--- config.mk ---
export PLATFORM = sky130hd
export DESIGN_NAME = adder_counter
export DESIGN_NICKNAME = d
export VERILOG_FILES = /design/src/rtl/counter_pkg.sv /design/src/rtl/rise_detect.sv /design/src/rtl/adder_counter.sv
export SDC_FILE = /design/constraint.sdc
export NUM_CORES = 1
export LEC_CHECK = 0
export BUFFER_PORTS_ARGS = -buffer_cell sky130_fd_sc_hd__buf_2
export CORE_UTILIZATION = 40
export DETAILED_ROUTE_END_ITERATION = 7
export SYNTH_ARGS = -nofsm -noshare
export SYNTH_HDL_FRONTEND = slang
export SYNTH_SLANG_ARGS = --single-unit
--- constraint.sdc ---
create_clock -name clk -period 3 [get_ports clk]
set_input_delay 0.3 -clock clk [delete_from_list [all_inputs] [get_ports clk]]
set_output_delay 0.3 -clock clk [all_outputs]
set_load 0.1 [all_outputs]
--- src/rtl/counter_pkg.sv ---
// rtl/counter_pkg.sv - shared types and defaults for the saturating up-counter
package counter_pkg;

    localparam int DEFAULT_N = 6;

    typedef enum logic [1:0] {
        COUNT = 2'd0,
        FULL  = 2'd1
    } cnt_state_t;

endpackage

--- src/rtl/rise_detect.sv ---
// rtl/rise_detect.sv - registered 0->1 edge detector
module rise_detect (
    input  logic clk,
    input  logic reset,
    input  logic d,
    output logic rise
);

    logic prev;

    always_ff @(posedge clk) begin
        if (!reset) begin
            prev <= 1'b0;
        end else begin
            prev <= d;
        end
    end

    assign rise = d & ~prev;

endmodule

--- src/rtl/adder_counter.sv ---
// rtl/adder_counter.sv - saturating up-counter with runtime ceiling and sticky overflow
import counter_pkg::*;

module adder_counter #(
    parameter int N         = DEFAULT_N,
    parameter int EDGE_MODE = 0
) (
    input  logic         clk,
    input  logic         reset,
    input  logic         inc,
    input  logic [N-1:0] init_value,
    input  logic [N-1:0] max_value,
    input  logic         clr_ovf,
    output logic [N-1:0] count,
    output logic         full,
    output logic         ovf,
    output logic [1:0]   state_o
);

    cnt_state_t   state;
    cnt_state_t   state_next;
    logic [N-1:0] count_next;
    logic         ovf_next;
    logic [N-1:0] load_count;
    cnt_state_t   load_state;
    logic         accept;

    generate
        if (EDGE_MODE == 1) begin : g_edge
            rise_detect u_rise_detect (
                .clk   (clk),
                .reset (reset),
                .d     (inc),
                .rise  (accept)
            );
        end else begin : g_level
            assign accept = inc;
        end
    endgenerate

    always_comb begin
        load_count = (init_value > max_value) ? max_value : init_value;
        load_state = (load_count == max_value) ? FULL : COUNT;

        state_next = state;
        count_next = count;
        // a request seen in FULL always sets ovf, even alongside clr_ovf
        ovf_next   = (state == FULL && accept) ? 1'b1 : (clr_ovf ? 1'b0 : ovf);

        if (count > max_value) begin
            count_next = max_value;
            state_next = FULL;
        end else begin
            case (state)
                COUNT: begin
                    if (count == max_value) begin
                        state_next = FULL;
                    end else if (accept) begin
                        // count < max_value here, so the +1 can never wrap
                        count_next = count + 1'b1;
                        if (count + 1'b1 == max_value) begin
                            state_next = FULL;
                        end
                    end
                end
                FULL: begin
                    if (count < max_value) begin
                        state_next = COUNT;
                    end
                end
                default: begin
                    state_next = load_state;
                    count_next = load_count;
                end
            endcase
        end
    end

    always_ff @(posedge clk) begin
        if (!reset) begin
            state <= load_state;
            count <= load_count;
            ovf   <= 1'b0;
        end else begin
            state <= state_next;
            count <= count_next;
            ovf   <= ovf_next;
        end
    end

    assign full    = (state == FULL);
    assign state_o = state;

endmodule

==> summary.md, run 1 <==
Relative to the synthesized area, the layout overhead comes to 17.45%. Share of the clock period used by the worst path after layout: 80.45%. The post-CTS setup repair buffer count was 0. The critical path goes through ha_1, nand4_1, a21oi_1, or3_1, a21oi_1, o21ai_0, buf_4. The pin count of the biggest net entering global routing was 13. The die boundary height came out at 52.80 µm. The tools report the number of cells produced by synthesis as 110. The cell repeated most along the worst path is a21oi_1. The clock net in this run drives a total of 8 sinks. The total number of nets in the final design is 167, and the complex-gate fraction of the synthesized area is 18.06%.

The tools report the starting density of the core as 42.05%. The global-route usage over all layers was 19.41%. The classification of the worst setup path is reg2reg.

After clock tree synthesis, the clock-pin slew on the worst setup and hold paths is 0.06 ns. Timing would allow up to 414.3 MHz. The logs give 2 for the number of buffers on the longest clock path and 0 ns for the final total negative setup slack. The number of gates resized after CTS was 0.

The cell sitting at the root of the clock tree is a clkbuf_4. For the later-pin clock latency in the skew report, the log shows 0.25 ns. For this block, the routed nets add up to 2431 µm of wire. The area share of the largest cell type after synthesis is 20.36%. Averaged over all synthesized cells, the footprint is 9.384 µm². Of the total power, the share spent switching nets is 61.02%.

After synthesis, the largest family of logic cells by area is compound AO/OA/AOI/OAI gates. The top-level port count was 26; the count of unresolved DRC violations after routing was 1. Hold timing on the final database bottoms out at a slack of 0.3225 ns.

Counting distinct cell types in the post-synthesis netlist gives 37. For this run the aggregate overflow at the end of global routing stands at 0. The floorplan step set the die width to 52.80 µm.

The clock network accounts for 6.1% of the total power. Summing the areas of all xor and xnor instances in the mapped netlist gives 12.73% of the synthesized area. Data on the critical path arrives at its endpoint at 2.37 ns. Routability-driven placement finished with a final weighted congestion of 0.8910.

The net load switching power is 0.8682 mW, and the worst max-slew margin expressed relative to the limit is 63.02%. Clock tree synthesis inserted a total of 3 buffers. The synthesized netlist devotes 15.76% of its cell area to adder and majority cells.

Kind of launch point of the worst setup path: a flip-flop. TritonCTS built the clock tree. The sequential group share of total power is 19.7%, and the async set or reset register ratio after synthesis is 0%.

After legalization and detailed placement, the total HPWL measured 2075 µm. Once detail routing completed, the nets flagged for antenna violations numbered 0. The number of placement rows was 18; the actual slew at the worst max-slew pin was 0.5546 ns. Synthesis inferred 8 register bits. The ratio of cells with drive above 1 in the final layout is 25.55%, and the detail-routed net length per standard cell is 14.56 µm. The delay of the slowest cell on the worst path is 0.49 ns. The logs give 1.188 mV for the largest vdd supply drop and 0 for the count of inserted antenna diode cells. Setup repair after global routing left no endpoint under its margin. The run finished, with violations left.

The average via count per standard cell was 5.665; the power density over the cells was 1173 nW/µm². For this run, the leading register cell type out of synthesis is edfxtp_1. The number of buffers added on ports came out at 24.

After clock tree synthesis, the flow added hold-fix buffers numbering 0. The logic gate share of total power is 74.2%. In this run the worst hold path is classified as in2reg. The die covers 2788 µm².

Summed over all cells, the static leakage comes to 0.5585 nW. The checks that failed: design-rule violations. The cell internal power dissipation came out at 0.5545 mW. For the number of nets in the synthesized netlist, the log shows 139. Summed over all instances, the cell type with the most area after synthesis is edfxtp_1. The worst endpoint required time was 2.96 ns; the number of H-tree branching levels was 1. The initial antenna violation count is 0, and the fill cell total of the finished layout is 240. The run gives 6 as the length of the first detailed-routing pass in iterations. For the number of global-route vias before repair, the log shows 898. The worst clock skew on the final layout came out at 0.01370 ns.

In this run the standard cell core region covers 2455 µm². The hold violation total from the final report was 0. The slowest stage of the critical path belongs to the cell edfxtp_1. The number of synthesized flops with an enable pin was 7. The tools report the wire length of the first global-routing pass as 3884 µm. Nature of the critical path endpoint: a flip-flop. Setup violations remaining at the end of the flow were counted as 0.

The worst path needs 2.414 ns of the cycle, external delays included. The total number of yosys warnings was 0. The via total after detailed routing was 946; the maximum fanout along the worst path was 5.

In the post-synthesis netlist, the biggest area contributors are edfxtp_1, ha_1, mux2i_1. The sequential element share of the synthesized area came out at 22.30%. Measured against the total synthesized area, the mux share comes to 11.15%. The logs give 0 for the max capacitance violation total and 36 for the initial detailed-routing violation count.

The number of max-slew violations in the final report came out at 0. The netlist area before placement is 1032 µm², and the post-synthesis share of cell area spent on and, or, nand and nor gates is 14.18%.
## layout by cell type (no fill, tap or decap), types with 2 or more instances in the layout
cell type / count
edfxtp_1: 7
a21oi_1: 4
nor2_1: 7
mux2i_1: 10
o21ai_0: 2
xnor2_1: 10
buf_4: 2
buf_2: 24
xor2_1: 5
ha_1: 13
or3_1: 2
nand2b_1: 2
clkbuf_4: 3
nand4_1: 3
nor2b_1: 2
nand2_1: 3
o22ai_1: 5
nand3_1: 4
inv_1: 9
## critical path, delay by kind of cell, from the launching register on
kind,cells,cell delay (ns)
DFF,1,0.49
buffers and inverters,1,0.20
and+or+nand+nor,2,0.44
AOI/OAI and AO/OA,3,0.64
adders and majority gates,1,0.34
## worst paths after layout
kind             from       end  slack (ns)  cells after the start
max          count[3]  count[0]        0.59                      7
min           clr_ovf       ovf        0.32                      3
max reg2reg  count[3]  count[0]        0.59                      7
min reg2reg       ovf       ovf        0.47                      2
## cell families (layout without fill, tap and decap cells)
group | Yosys count | count (layout)
multiplexers | 11 | 11
adder cells (fa/ha/maj) | 13 | 13
buffers and inverters | 13 | 40
AND/OR/NAND/NOR | 27 | 27
XOR/XNOR | 15 | 15
flip-flops | 8 | 8
other | 1 | 1
AO/OA/AOI/OAI | 22 | 22
## synth_stat cells (2+ instances only)
master    instances
nand2_1           3
nor2b_1           2
xnor2_1          10
edfxtp_1          7
o22ai_1           5
or3_1             2
nor2_1            7
nand2b_1          2
inv_1             9
xor2_1            5
a21oi_1           4
ha_1             13
mux2i_1          10
buf_4             2
nand4_1           3
nand3_1           4
o21ai_0           2
## power by group through the flow
stage	clock network, mW	logic (mW)	registers, mW
after global placement	0	1.04	0.284
after detailed placement	0	1.05	0.283
final	0.0875	1.06	0.280
after CTS	0.0896	1.05	0.282
after global routing	0.0974	1.12	0.293
after floorplan	0	0.529	0.629
## cell type report
type                            instances  area [µm²]  share of cell area [%]
Tap cell                               30       37.54                   3.096
Timing Repair Buffer                   26       135.1                   11.15
Clock buffer                            4       26.28                   2.167
Sequential cell                         8       230.2                   18.99
Multi-Input combinational cell         89       745.7                   61.51
Inverter                               10       37.54                   3.096
## routing by layer
metal	global-route usage [%]	routed length (µm)	vias up	share of wire, %
met4	5.263	38	0	1.6
met1	25.74	1112	431	46
li1	-	-	463	-
met5	0	0	-	0
met3	4.638	165	4	6.8
met2	31.01	1113	48	46
## state kept, by name, indices dropped and copies added (netlist names)
| register | flops |
|---|---|
| ovf | 1 |
| count | 6 |
| state_o | 1 |
## stage by stage
stage | instances | total power, mW | setup slack (ns) | cell area (µm²) | utilization (%)
after floorplan | 110 | 1.159 | 0.1347 | 1032 | -
after global placement | 163 | 1.327 | 0.6560 | 1186 | 48.32
after detailed placement | 163 | 1.334 | 0.5729 | 1186 | 48.32
after CTS | 167 | 1.425 | 0.5947 | 1212 | 49.39
after global routing | 167 | 1.510 | 0.4452 | 1212 | 49.39
final | 167 | 1.423 | 0.5864 | 1212 | 49.39
No activity file was read; power rests on OpenSTA's default activity.
==> run 2: changes to the inputs <==
- clock period: 3 -> 2.3 ns (I/O delays scaled with it)
==> run 2 against run 1 <==
Net effect: the run now ends clean; cell area grew 6.0%; core utilization increased by 3.0 points; fmax grew 13%; hold slack got worse by 0.10 ns; critical path type unchanged.
==> summary.md, run 2 (synthesized netlist as in run 1, its figures left out) <==
The flow ran to the end, and the final reports show no timing, DRC or antenna violations. The via total after detailed routing is 961 (was 946). The average via count per standard cell came out at 5.620 (was 5.665). The share of the clock period used by the worst path after layout works out to 93.17% (was 80.45%).

The count of hold-fix buffers inserted at cts came out at 0 (unchanged). The run gives 0.1471 ns (was 0.5729 ns) as the worst setup timing slack at the placement stage. The number of global-route vias before repair came out at 951 (was 898).

Setup repair after global routing left no endpoint under its margin. The maximum fanout along the worst path works out to 4 (was 5). Largest register by flop count: count (unchanged). Commonest cells after routing, fill and taps aside: buf_2, ha_1, mux2i_1, xnor2_1, inv_1 (unchanged). Kind of launch point of the worst setup path: a flip-flop (unchanged). The ratio of cells with drive above 1 in the final layout was 31.21% (was 25.55%). The launch point of the worst hold path was clr_ovf (unchanged). For the later-pin clock latency in the skew report, the log shows 0.27 ns (was 0.25 ns). The worst hold path endpoint is ovf (unchanged). The buffer and inverter count on the worst path came out at 0 (was 1). The die extent in x was 52.80 µm (unchanged). The nature of the critical path endpoint is a flip-flop (unchanged). The max capacitance violation total is 0 (unchanged). For the global-route met2 utilization, the log shows 38.19% (was 31.01%).

The detail-routed net length per standard cell came out at 15.44 µm (was 14.56 µm). Launching point of the worst reg2reg path: count[4] (was count[3]). The most congested layer reported by global routing was met2 (unchanged).

The setup slack of the most critical reg-to-reg path came out at 0.16 ns (was 0.59 ns). The clock-pin slew on the worst setup and hold paths was 0.07 ns (was 0.06 ns); the number of buffers added on ports was 24 (unchanged). Number of cells in the design after placement: 167 (was 163). The classification of the worst setup path is reg2reg (unchanged). Cell family contributing the most delay on the critical path: compound AO/OA/AOI/OAI gates (unchanged). Detailed placement HPWL: 2191 µm (was 2075 µm).

Critical path cell sequence: ha_4, nand4_1, a21oi_2, or3_1, nor2_1, a221oi_2 (was ha_1, nand4_1, a21oi_1, or3_1, a21oi_1, o21ai_0, buf_4). The post-layout minimum cycle time was 2.143 ns (was 2.414 ns). The die boundary height is 52.80 µm (unchanged), and the number of placement rows is 18 (unchanged). The logs give 0 (was 1) for the count of unresolved DRC violations after routing and 0 ns (unchanged) for the final total negative setup slack. The overall power of the completed layout is 2.019 mW (was 1.423 mW), and the starting density of the core is 42.05% (unchanged).

The commonest non-fill, non-tap cell in the layout is buf_2 (unchanged). The length of the first detailed-routing pass in iterations came out at 6 (unchanged). The area growth from synthesis to layout is 24.48% (was 17.45%). The logs give 2788 µm² (unchanged) for the area of the die and 26 (unchanged) for the top-level port count. The wire length of the first global-routing pass is 4271 µm (was 3884 µm), and the final setup slack of the worst path is 0.1571 ns (was 0.5864 ns). The pin count of the biggest net entering global routing was 13 (unchanged); the post-route standard cell area excluding fillers was 1285 µm² (was 1212 µm²). The tools report the end-of-flow core utilization as 52.34% (was 49.39%).

The worst clock skew on the final layout was 0.006023 ns (was 0.01370 ns). The library cell contributing the largest single delay on the critical path is edfxtp_1 (unchanged). Hold violation total from the final report: 0 (unchanged).

For the post-CTS setup repair buffer count, the log shows 0 (unchanged). Count of inserted antenna diode cells: 0 (unchanged). The routability congestion estimate from global placement is 0.8477 (was 0.8910).

Cell at the root of the clock tree: clkbuf_4 (unchanged). TritonCTS built the clock tree. The residual antenna-violating net count after detailed routing was 0 (unchanged). The total number of nets in the final design was 171 (was 167); the overflow left after global routing was 0 (unchanged).

The number of flip-flops in the largest register came out at 6 (unchanged). The number of buffers on the longest clock path was 2 (unchanged). The largest vdd supply drop is 1.346 mV (was 1.188 mV), and the worst endpoint required time is 2.26 ns (was 2.96 ns). The initial antenna violation count came out at 0 (unchanged). The met1 track utilization from global routing is 25.22% (was 25.74%), and the total placed instance area is 1259 µm² (was 1186 µm²).

The tools report the total of cells resized after clock tree synthesis as 0 (unchanged). For the setup-violating endpoint count in the final report, the log shows 0 (unchanged). Number of max-slew violations in the final report: 0 (unchanged). The sum of routed wire length over all layers is 2641 µm (was 2431 µm), and the number of clock buffers inserted by TritonCTS is 3 (unchanged).

Cell depth of the worst flop-to-flop path: 6 (was 7). The number of non-filler instances in the completed layout is 171 (was 167), and the global-route usage over all layers is 21.94% (was 19.41%). The logs give 466.7 MHz (was 414.3 MHz) for the peak clock frequency supported by timing and 4.928% (was 4.638%) for the routing usage on met3. The worst hold slack was 0.2184 ns (was 0.3225 ns); the power density over the cells was 1571 nW/µm² (was 1173 nW/µm²). The arrival time of the worst setup path came out at 2.10 ns (was 2.37 ns).

The number of H-tree branching levels is 1 (unchanged). The cell depth of the worst min-delay path was 3 (unchanged); the floorplan core area was 2455 µm² (unchanged). The end of the worst register-to-register path is state_o[0] (was count[0]). The clock sink count came out at 8 (unchanged). The delay of the slowest cell on the worst path was 0.49 ns (about the same); the initial detailed-routing violation count was 17 (was 36). Total leakage power: 0.5847 nW (was 0.5585 nW). The worst min-delay path category was in2reg (unchanged).
-- run 2: metal layers --
metal / share of wire (%) / routed length (µm)
met4: 1.6 / 42
met5: 0 / 0
met3: 4.2 / 111
met1: 45 / 1188
met2: 49 / 1298
-- run 2: worst max-delay path by stage --
stage	startpoint	end	slack [ns]	depth (start not counted)
floorplan	count[3]	count[5]	-0.45	6
global placement	max_value[4]	count[2]	0.17	9
detailed placement	max_value[4]	count[5]	0.15	8
CTS	count[4]	state_o[0]	0.18	6
global route	count[2]	state_o[0]	0.02	6
finish	count[4]	state_o[0]	0.16	6
-- run 2: worst reg2reg max path: stages (launching register included) --
cell and delay (ns):
edfxtp_1 0.49, ha_4 0.34, nand4_1 0.16, a21oi_2 0.22, or3_1 0.23, nor2_1 0.09, a221oi_2 0.30
-- run 2: final cells by class --
type	instances	area (µm²)
Fill cell	232	1170
Multi-Input combinational cell	89	775.7
Sequential cell	8	230.2
Timing Repair Buffer	30	177.7
Inverter	10	37.54
Tap cell	30	37.54
Clock buffer	4	26.28
-- run 2: power breakdown --
part           internal (mW)  switching [mW]  total (mW)
clock                 0.0671          0.0594       0.126
combinational          0.491            1.03        1.53
sequential             0.260           0.107       0.367
